[config.mk]
export PLATFORM = sky130hd
export DESIGN_NAME = inta_sequencer
export DESIGN_NICKNAME = d
export VERILOG_FILES = /design/src/rtl/inta_sequencer.sv
export SDC_FILE = /design/constraint.sdc
export NUM_CORES = 1
export LEC_CHECK = 0
export CORE_ASPECT_RATIO = 2
export CORE_MARGIN = 1.5
export CORE_UTILIZATION = 30
export CTS_CLUSTER_SIZE = 40
export DETAILED_ROUTE_END_ITERATION = 10
export MAX_ROUTING_LAYER = met4
export PLACE_DENSITY = 0.61
export SYNTH_ARGS = -nofsm -noshare
export SYNTH_HDL_FRONTEND = slang
export SYNTH_SLANG_ARGS = --single-unit
[constraint.sdc]
create_clock -name clk -period 1.2 [get_ports clk]
set_input_delay 0.12 -clock clk [delete_from_list [all_inputs] [get_ports clk]]
set_output_delay 0.12 -clock clk [all_outputs]
set_load 0.02 [all_outputs]
[src/rtl/inta_sequencer.sv]
// INTA acknowledge sequencer: two-pulse vector cycle with optional cascade.
// Cascade ownership and CAS addressing are enabled by defining CASCADE_EN.
module inta_sequencer (
  input  logic       clk,
  input  logic       rst,
  input  logic       inta_n,
  input  logic       int_req,
  input  logic [2:0] highest_priority_int,
  input  logic [4:0] V_A,
  input  logic       AEOI,
  input  logic       SNGL,
  input  logic       SP,
  input  logic [7:0] slave_map,
  input  logic [2:0] slave_id,
  input  logic [2:0] cas_in,
  input  logic       init_clear,
  output logic       INT,
  output logic       S_P,
  output logic       eoi_pulse,
  output logic [7:0] data_out,
  output logic       data_oe,
  output logic [2:0] cas_out,
  output logic       cas_oe,
  output logic       freeze
);

  typedef enum logic [2:0] {
    IDLE,
    REQ,
    ACK1,
    GAP,
    ACK2
  } state_e;

  state_e     state_q;
  logic       prev_q;
  logic       spur_q;
  logic [2:0] lvl_q;
  logic       int_q;
  logic       sp_q;
  logic       eoi_q;
  logic       oe_q;
  logic       cas_oe_q;
  logic       frz_q;
  logic [7:0] dout_q;
  logic [2:0] cas_q;

  logic       fall;
  logic       rise;
  logic [2:0] lvl_d;
  logic       casc_d;
  logic       owner;

  assign fall  = prev_q & ~inta_n;
  assign rise  = ~prev_q & inta_n;
  assign lvl_d = int_req ? highest_priority_int : 3'd7;

`ifdef CASCADE_EN
  assign casc_d = SP & ~SNGL & slave_map[lvl_d];
  assign owner  = SNGL
                | (SP & ~slave_map[lvl_q])
                | (~SP & (cas_in == slave_id));
`else
  logic unused_cfg;
  assign unused_cfg = ^{SNGL, SP, slave_map, slave_id, cas_in};
  assign casc_d     = 1'b0;
  assign owner      = 1'b1;
`endif

  always_ff @(posedge clk) begin
    if (rst) begin
      state_q  <= IDLE;
      prev_q   <= 1'b1;
      spur_q   <= 1'b0;
      lvl_q    <= 3'd0;
      int_q    <= 1'b0;
      sp_q     <= 1'b0;
      eoi_q    <= 1'b0;
      oe_q     <= 1'b0;
      cas_oe_q <= 1'b0;
      frz_q    <= 1'b0;
      dout_q   <= 8'd0;
      cas_q    <= 3'd0;
    end else begin
      prev_q <= inta_n;
      sp_q   <= 1'b0;
      eoi_q  <= 1'b0;
      if (init_clear) begin
        state_q  <= IDLE;
        spur_q   <= 1'b0;
        int_q    <= 1'b0;
        oe_q     <= 1'b0;
        cas_oe_q <= 1'b0;
        frz_q    <= 1'b0;
        dout_q   <= 8'd0;
        cas_q    <= 3'd0;
      end else begin
        unique case (state_q)
          IDLE: begin
            if (int_req) begin
              state_q <= REQ;
              int_q   <= 1'b1;
            end
          end
          REQ: begin
            // a request that vanished at the fall becomes a spurious level 7
            if (fall) begin
              state_q <= ACK1;
              lvl_q   <= lvl_d;
              spur_q  <= ~int_req;
              sp_q    <= int_req;
              frz_q   <= 1'b1;
              if (casc_d) begin
                cas_oe_q <= 1'b1;
                cas_q    <= lvl_d;
              end
            end else if (!int_req) begin
              state_q <= IDLE;
              int_q   <= 1'b0;
            end
          end
          ACK1: begin
            if (rise) state_q <= GAP;
          end
          GAP: begin
            if (fall) begin
              state_q <= ACK2;
              dout_q  <= {V_A, lvl_q};
              oe_q    <= owner;
            end
          end
          ACK2: begin
            if (rise) begin
              state_q  <= IDLE;
              eoi_q    <= AEOI & ~spur_q;
              int_q    <= 1'b0;
              oe_q     <= 1'b0;
              cas_oe_q <= 1'b0;
              frz_q    <= 1'b0;
              dout_q   <= 8'd0;
              cas_q    <= 3'd0;
            end
          end
          default: state_q <= IDLE;
        endcase
      end
    end
  end

  assign INT       = int_q;
  assign S_P       = sp_q;
  assign eoi_pulse = eoi_q;
  assign data_out  = dout_q;
  assign data_oe   = oe_q;
  assign cas_out   = cas_q;
  assign cas_oe    = cas_oe_q;
  assign freeze    = frz_q;

endmodule

==> results of run 1 <==
path summary, 6_finish.rpt:
path,endpoint,cells past startpoint,from,slack (ns)
setup / recovery,lvl_q[2]$_SDFFE_PP0P_,4,state_q[2]$_SDFFE_PP0P_,-0.09
setup reg to reg,lvl_q[2]$_SDFFE_PP0P_,4,state_q[2]$_SDFFE_PP0P_,-0.09
hold / removal,prev_q$_SDFF_PP1_,2,inta_n,0.20
hold reg to reg,data_out[3]$_SDFFE_PP0P_,2,data_out[3]$_SDFFE_PP0P_,0.47
logic make-up (layout without fill, tap and decap cells):
group                  count (synthesis)  in the layout  share of synthesized area
AND/OR/NAND/NOR                       43             43                      0.271
AO/OA/AOI/OAI                         25             25                      0.196
buffers and inverters                 14             52                     0.0821
XOR/XNOR                               1              1                    0.00913
flip-flops                            21             21                      0.438
other                                  1              4                    0.00391
worst register-to-register path, stage by stage, from the launching register on:
cell and delay, ns:
dfxtp_2 0.33, buf_6 0.11, nand4bb_4 0.19, or3_4 0.38
a211oi_2 0.21
cell type report:
class / count / area [sq um] / share of cell area
Clock buffer: 3 / 41.3 / 0.0289
Clock inverter: 1 / 5.00 / 0.00351
Inverter: 5 / 18.8 / 0.0131
Multi-Input combinational cell: 73 / 518 / 0.363
Sequential cell: 21 / 425 / 0.298
Tap cell: 30 / 37.5 / 0.0263
Timing Repair Buffer: 43 / 382 / 0.267
layer usage:
layer	GRT usage	vias up	part of all wire
met4	0.0661	0	0.0096
met1	0.158	417	0.37
met3	0.0261	2	0.035
li1	-	447	-
met2	0.275	21	0.58
met5	-	-	0
metrics by stage:
stage               total power (W)  setup WS [ns]  hold slack, ns  instances
CTS                         0.00135        -0.0737           0.424        176
finish                      0.00133        -0.0867           0.200        176
floorplan                  0.000805        -0.0485           0.193        108
global route                0.00139         -0.126           0.217        176
global placement           0.000876         -0.310           0.457        169
detailed placement         0.000878         -0.379           0.463        169
power breakdown:
part / internal [W] / switching (W)
combinational: 0.0000830 / 0.0000779
sequential: 0.000703 / 0.00000633
clock: 0.000231 / 0.000229
total: 0.00102 / 0.000313
Yosys cell counts, types with 2 or more instances:
| master | instances | area, sq um |
|---|---|---|
| a211oi_1 | 3 | 22.5 |
| a21oi_1 | 4 | 20.0 |
| buf_2 | 3 | 15.0 |
| buf_4 | 4 | 30.0 |
| dfxtp_1 | 21 | 420 |
| inv_1 | 5 | 18.8 |
| nand2_1 | 15 | 56.3 |
| nand2b_1 | 6 | 37.5 |
| nand3b_1 | 2 | 15.0 |
| nor2_1 | 3 | 11.3 |
| nor3_1 | 2 | 10.0 |
| nor4_1 | 4 | 25.0 |
| o21ai_0 | 4 | 20.0 |
| o22ai_1 | 6 | 37.5 |
| o32ai_1 | 3 | 26.3 |
| or2_2 | 2 | 12.5 |
flip-flops by register name (all words and copies together) (netlist names):
signal,flops
S_P,1
lvl_q,3
freeze,1
INT,1
data_oe,1
prev_q,1
data_out,8
state_q,3
eoi_pulse,1
spur_q,1
repair_timing:
item                       4_1_cts  5_1_grt
setup endpoints to repair       29       18
buffers inserted                 3        0
pin swaps                       10        1
hold endpoints to repair         0        0
resized for setup               26        3
==> flow_summary_export.csv, run 1 <==
group,metric,value,unit
run_status,status,"finished, violations left",
run_status,failed_checks,"setup timing",
cts,clockBufferDepth,2,
timing,clock_skew,0.00326,ns
cts,cts_tree,"done",
global_route,grt_first_pass_wirelength,4150,um
die,die_h,83.0,um
synthesis,synthCells,105,
synthesis,synthArstFlopShare,0,
timing,hold_viol_final,0,
drt,postRouteAntennaNets,0,
timing,fin_crit_sh,1.07,
timing,rsz0062_at_grt,"yes",
final_layout,mostFrequentLayoutCells,"dfxtp_1 (19), nand2_1 (15), buf_4 (15), dlygate4sd2_1 (13), clkdlybuf4s50_1 (12)",
final_layout,syn_to_final_growth,48.8,%
synthesis,synth-seq-area-share,0.438,
cts,cts_hold_buf,0,
setup_path,end_kind,"flip-flop",
timing,max_freq,777,MHz
global_route,antenna_found_initial,0,
die,initial_core_util,0.319,
flow_run,maxCapViolCount,0,
drt,vias,887,
cts,cts.htree.levels,1,
final_layout,fillers,315,
final_layout,nets,177,
synthesis,synth.cell_area,960,sq um
power_and_ir_drop,cellPowerDensity,932,mW/mm^2
die,num_io_pins,47,
final_layout,final_common_cell,"dfxtp_1",
setup_path,path_delay_family,"simple AND/OR/NAND/NOR gates",
placed_design,post_dp_cell_area,0.00131,sq mm
global_route,overflow,0,
drt,firstDrtPassIters,4,
setup_path,path_class,"flip-flop to flip-flop",
placed_design,gp_congestion,0.820,
cts,clk_latency,0.26,ns
timing,slew_violations,0,
hold_path,hp-class,"input pin to flip-flop",
timing,period_minus_slack,1.29,ns
global_route,grt_usage,0.154,
drt,drtIter0Drc,16,
global_route,first_global_vias,931,
die,rows,28,
cts,cts_inserted_buffers,3,
synthesis,avgSynthCellArea,9.14,sq um
setup_path,slowest_delay,0.38,ns
drt,wl,2400,um
die,fp.dieW,43.0,um
die,coreArea,0.00301,sq mm
placed_design,hpwl,1860,um
setup_path,worst-path-buf-inv,1,
synthesis,synth.ff_latch_count,21,
cts,cts_sinks,21,
final_layout,drive_above_1_share,0.260,
synthesis,synth_cell_type_count,34,
final_layout,fin_util,0.474,
synthesis,synth-edff-count,0,
synthesis,ys.flop_type,"dfxtp_1",
setup_path,cp_data_arrival_time,1.47,ns
setup_path,critPathMaxFanout,3,
setup_path,required,1.39,ns
power_and_ir_drop,peakVddDrop,0.481,mV
timing,finalSetupViolCount,16,
final_layout,num_antenna_cells,0,
power_and_ir_drop,power.leakage,0.588,nW
cts,path_clk_slew,0.08,ns
timing,fin_ws,-0.0867,ns
setup_path,slowest_stage,"or3_4",
synthesis,ys.warnings.count,0,
drt,viasPerCell,5.04,
global_route,grt_max_degree,16,
drt,wl_per_cell,13.6,um
setup_path,path_cells,"buf_6 > nand4bb_4 > or3_4 > a211oi_2",
cts,clockRootBuffer,"clkbuf_8",
timing,setup_tns,-0.717,ns
final_layout,fin_area,0.00143,sq mm
die,die-area,0.00357,sq mm
setup_path,crit_path_start_kind,"flip-flop",
placed_design,port_buffers,26,
drt,drc_errors,0,
(Power assumes the default switching activity.)
==> run 2: changes to the inputs <==
--- a/config.mk
+++ b/config.mk
@@ -11,7 +11,7 @@
 export CTS_CLUSTER_SIZE = 40
 export DETAILED_ROUTE_END_ITERATION = 10
 export MAX_ROUTING_LAYER = met4
-export PLACE_DENSITY = 0.61
+export PLACE_DENSITY = 0.58
 export SYNTH_ARGS = -nofsm -noshare
 export SYNTH_HDL_FRONTEND = slang
 export SYNTH_SLANG_ARGS = --single-unit
==> constraint.sdc (replaced) <==
create_clock -name clk -period 1.4 [get_ports clk]
set_input_delay 0.14 -clock clk [delete_from_list [all_inputs] [get_ports clk]]
set_output_delay 0.14 -clock clk [all_outputs]
set_load 0.02 [all_outputs]
==> flow_summary_export.csv, run 2 (same netlist as run 1, synthesis figures left out) <==
group,metric,value,unit
run_status,status,"finished clean",
global_route,grt_first_pass_wirelength,4070,um
drt,wl,2360,um
flow_run,maxCapViolCount,0,
timing,max_freq,740,MHz
timing,fin_crit_sh,0.965,
power_and_ir_drop,peakVddDrop,0.462,mV
drt,drtIter0Drc,20,
cts,clk_latency,0.26,ns
die,die_h,83.0,um
setup_path,cp_data_arrival_time,1.21,ns
final_layout,num_antenna_cells,0,
drt,firstDrtPassIters,4,
die,die-area,0.00357,sq mm
die,num_io_pins,47,
global_route,overflow,0,
final_layout,final_cells,171,
power_and_ir_drop,cellPowerDensity,831,mW/mm^2
cts,cts_inserted_buffers,3,
final_layout,fin_util,0.455,
timing,rsz0062_at_grt,"no",
setup_path,end_kind,"primary output",
timing,hold_viol_final,0,
setup_path,slowest_delay,0.61,ns
die,fp.dieW,43.0,um
cts,cts_tree,"done",
setup_path,critPathMaxFanout,2,
setup_path,path_cells,"clkdlybuf4s50_1",
timing,period_minus_slack,1.35,ns
cts,cts_sinks,21,
placed_design,gp_congestion,0.769,
die,coreArea,0.00301,sq mm
final_layout,largest_reg_flops,8,
drt,vias,863,
die,initial_core_util,0.319,
placed_design,hpwl,1720,um
global_route,first_global_vias,858,
setup_path,worst-path-buf-inv,1,
setup_path,path_class,"flip-flop to primary output",
final_layout,mostFrequentLayoutCells,"clkdlybuf4s50_1 (23), dfxtp_1 (21), nand2_1 (15), buf_4 (12), nand2b_1 (6)",
drt,postRouteAntennaNets,0,
cts,clockBufferDepth,2,
setup_path,required,1.26,ns
cts,cts_hold_buf,0,
hold_path,hp-class,"input pin to flip-flop",
final_layout,syn_to_final_growth,42.8,%
drt,drc_errors,0,
final_layout,drive_above_1_share,0.184,
final_layout,nets,172,
cts,cts.htree.levels,1,
global_route,grt_max_degree,16,
setup_path,path_delay_family,"buffers and inverters",
global_route,antenna_found_initial,0,
setup_path,crit_path_start_kind,"flip-flop",
power_and_ir_drop,power.leakage,0.510,nW
drt,wl_per_cell,13.8,um
die,rows,28,
timing,clock_skew,0.00426,ns
setup_path,slowest_stage,"clkdlybuf4s50_1",
timing,finalSetupViolCount,0,
cts,path_clk_slew,0.08,ns
placed_design,dp_cells,166,
placed_design,port_buffers,26,
global_route,grt_usage,0.149,
timing,setup_tns,0,ns
cts,clockRootBuffer,"clkbuf_8",
final_layout,final_common_cell,"clkdlybuf4s50_1",
drt,viasPerCell,5.05,
timing,slew_violations,0,
run 2: repair_timing:
item                                   CTS  global route
setup endpoints to repair                0             7
endpoints found under the hold margin    0             0
buffers inserted                         0             1
gates resized for setup                  0             6
run 2: stage by stage:
step	hold WS, ns	instance area [sq um]	worst slack [ns]	power, W
after detailed placement	0.451	1290	-0.209	0.000749
after global routing	0.284	1370	0.00303	0.00119
after CTS	0.435	1340	0.0355	0.00114
after floorplan	0.213	971	0.106	0.000688
after global placement	0.455	1290	-0.153	0.000748
final	0.241	1370	0.0495	0.00114
run 2: report_power, final:
group          internal [W]  switching (W)  leakage (nW)
Combinational     0.0000668      0.0000626         0.317
Clock              0.000203       0.000198        0.0228
Sequential         0.000604     0.00000521         0.170
run 2: final timing paths:
| path | slack [ns] | depth (start not counted) | startpoint | end |
|---|---|---|---|---|
| setup reg to reg | 0.07 | 3 | state_q[2]$_SDFFE_PP0P_ | data_out[1]$_SDFFE_PP0P_ |
| hold / removal | 0.24 | 2 | inta_n | prev_q$_SDFF_PP1_ |
| setup / recovery | 0.05 | 1 | data_out[2]$_SDFFE_PP0P_ | data_out[2] |
| hold reg to reg | 0.47 | 2 | lvl_q[2]$_SDFFE_PP0P_ | lvl_q[2]$_SDFFE_PP0P_ |
run 2: cell type report:
cell class                      count  area [sq um]
Timing Repair Buffer               38           358
Multi-Input combinational cell     73           490
Tap cell                           30          37.5
Clock buffer                        4          45.0
Inverter                            5          18.8
Fill cell                         301          1640
Sequential cell                    21           420
run 2: layer usage:
metal  vias to the layer above  wire, um  track usage
met2                        23      1220        0.240
li1                        440         -            -
met3                         4        94       0.0217
met1                       396       996        0.170
met5                         -         0            -
met4                         0        47       0.0826
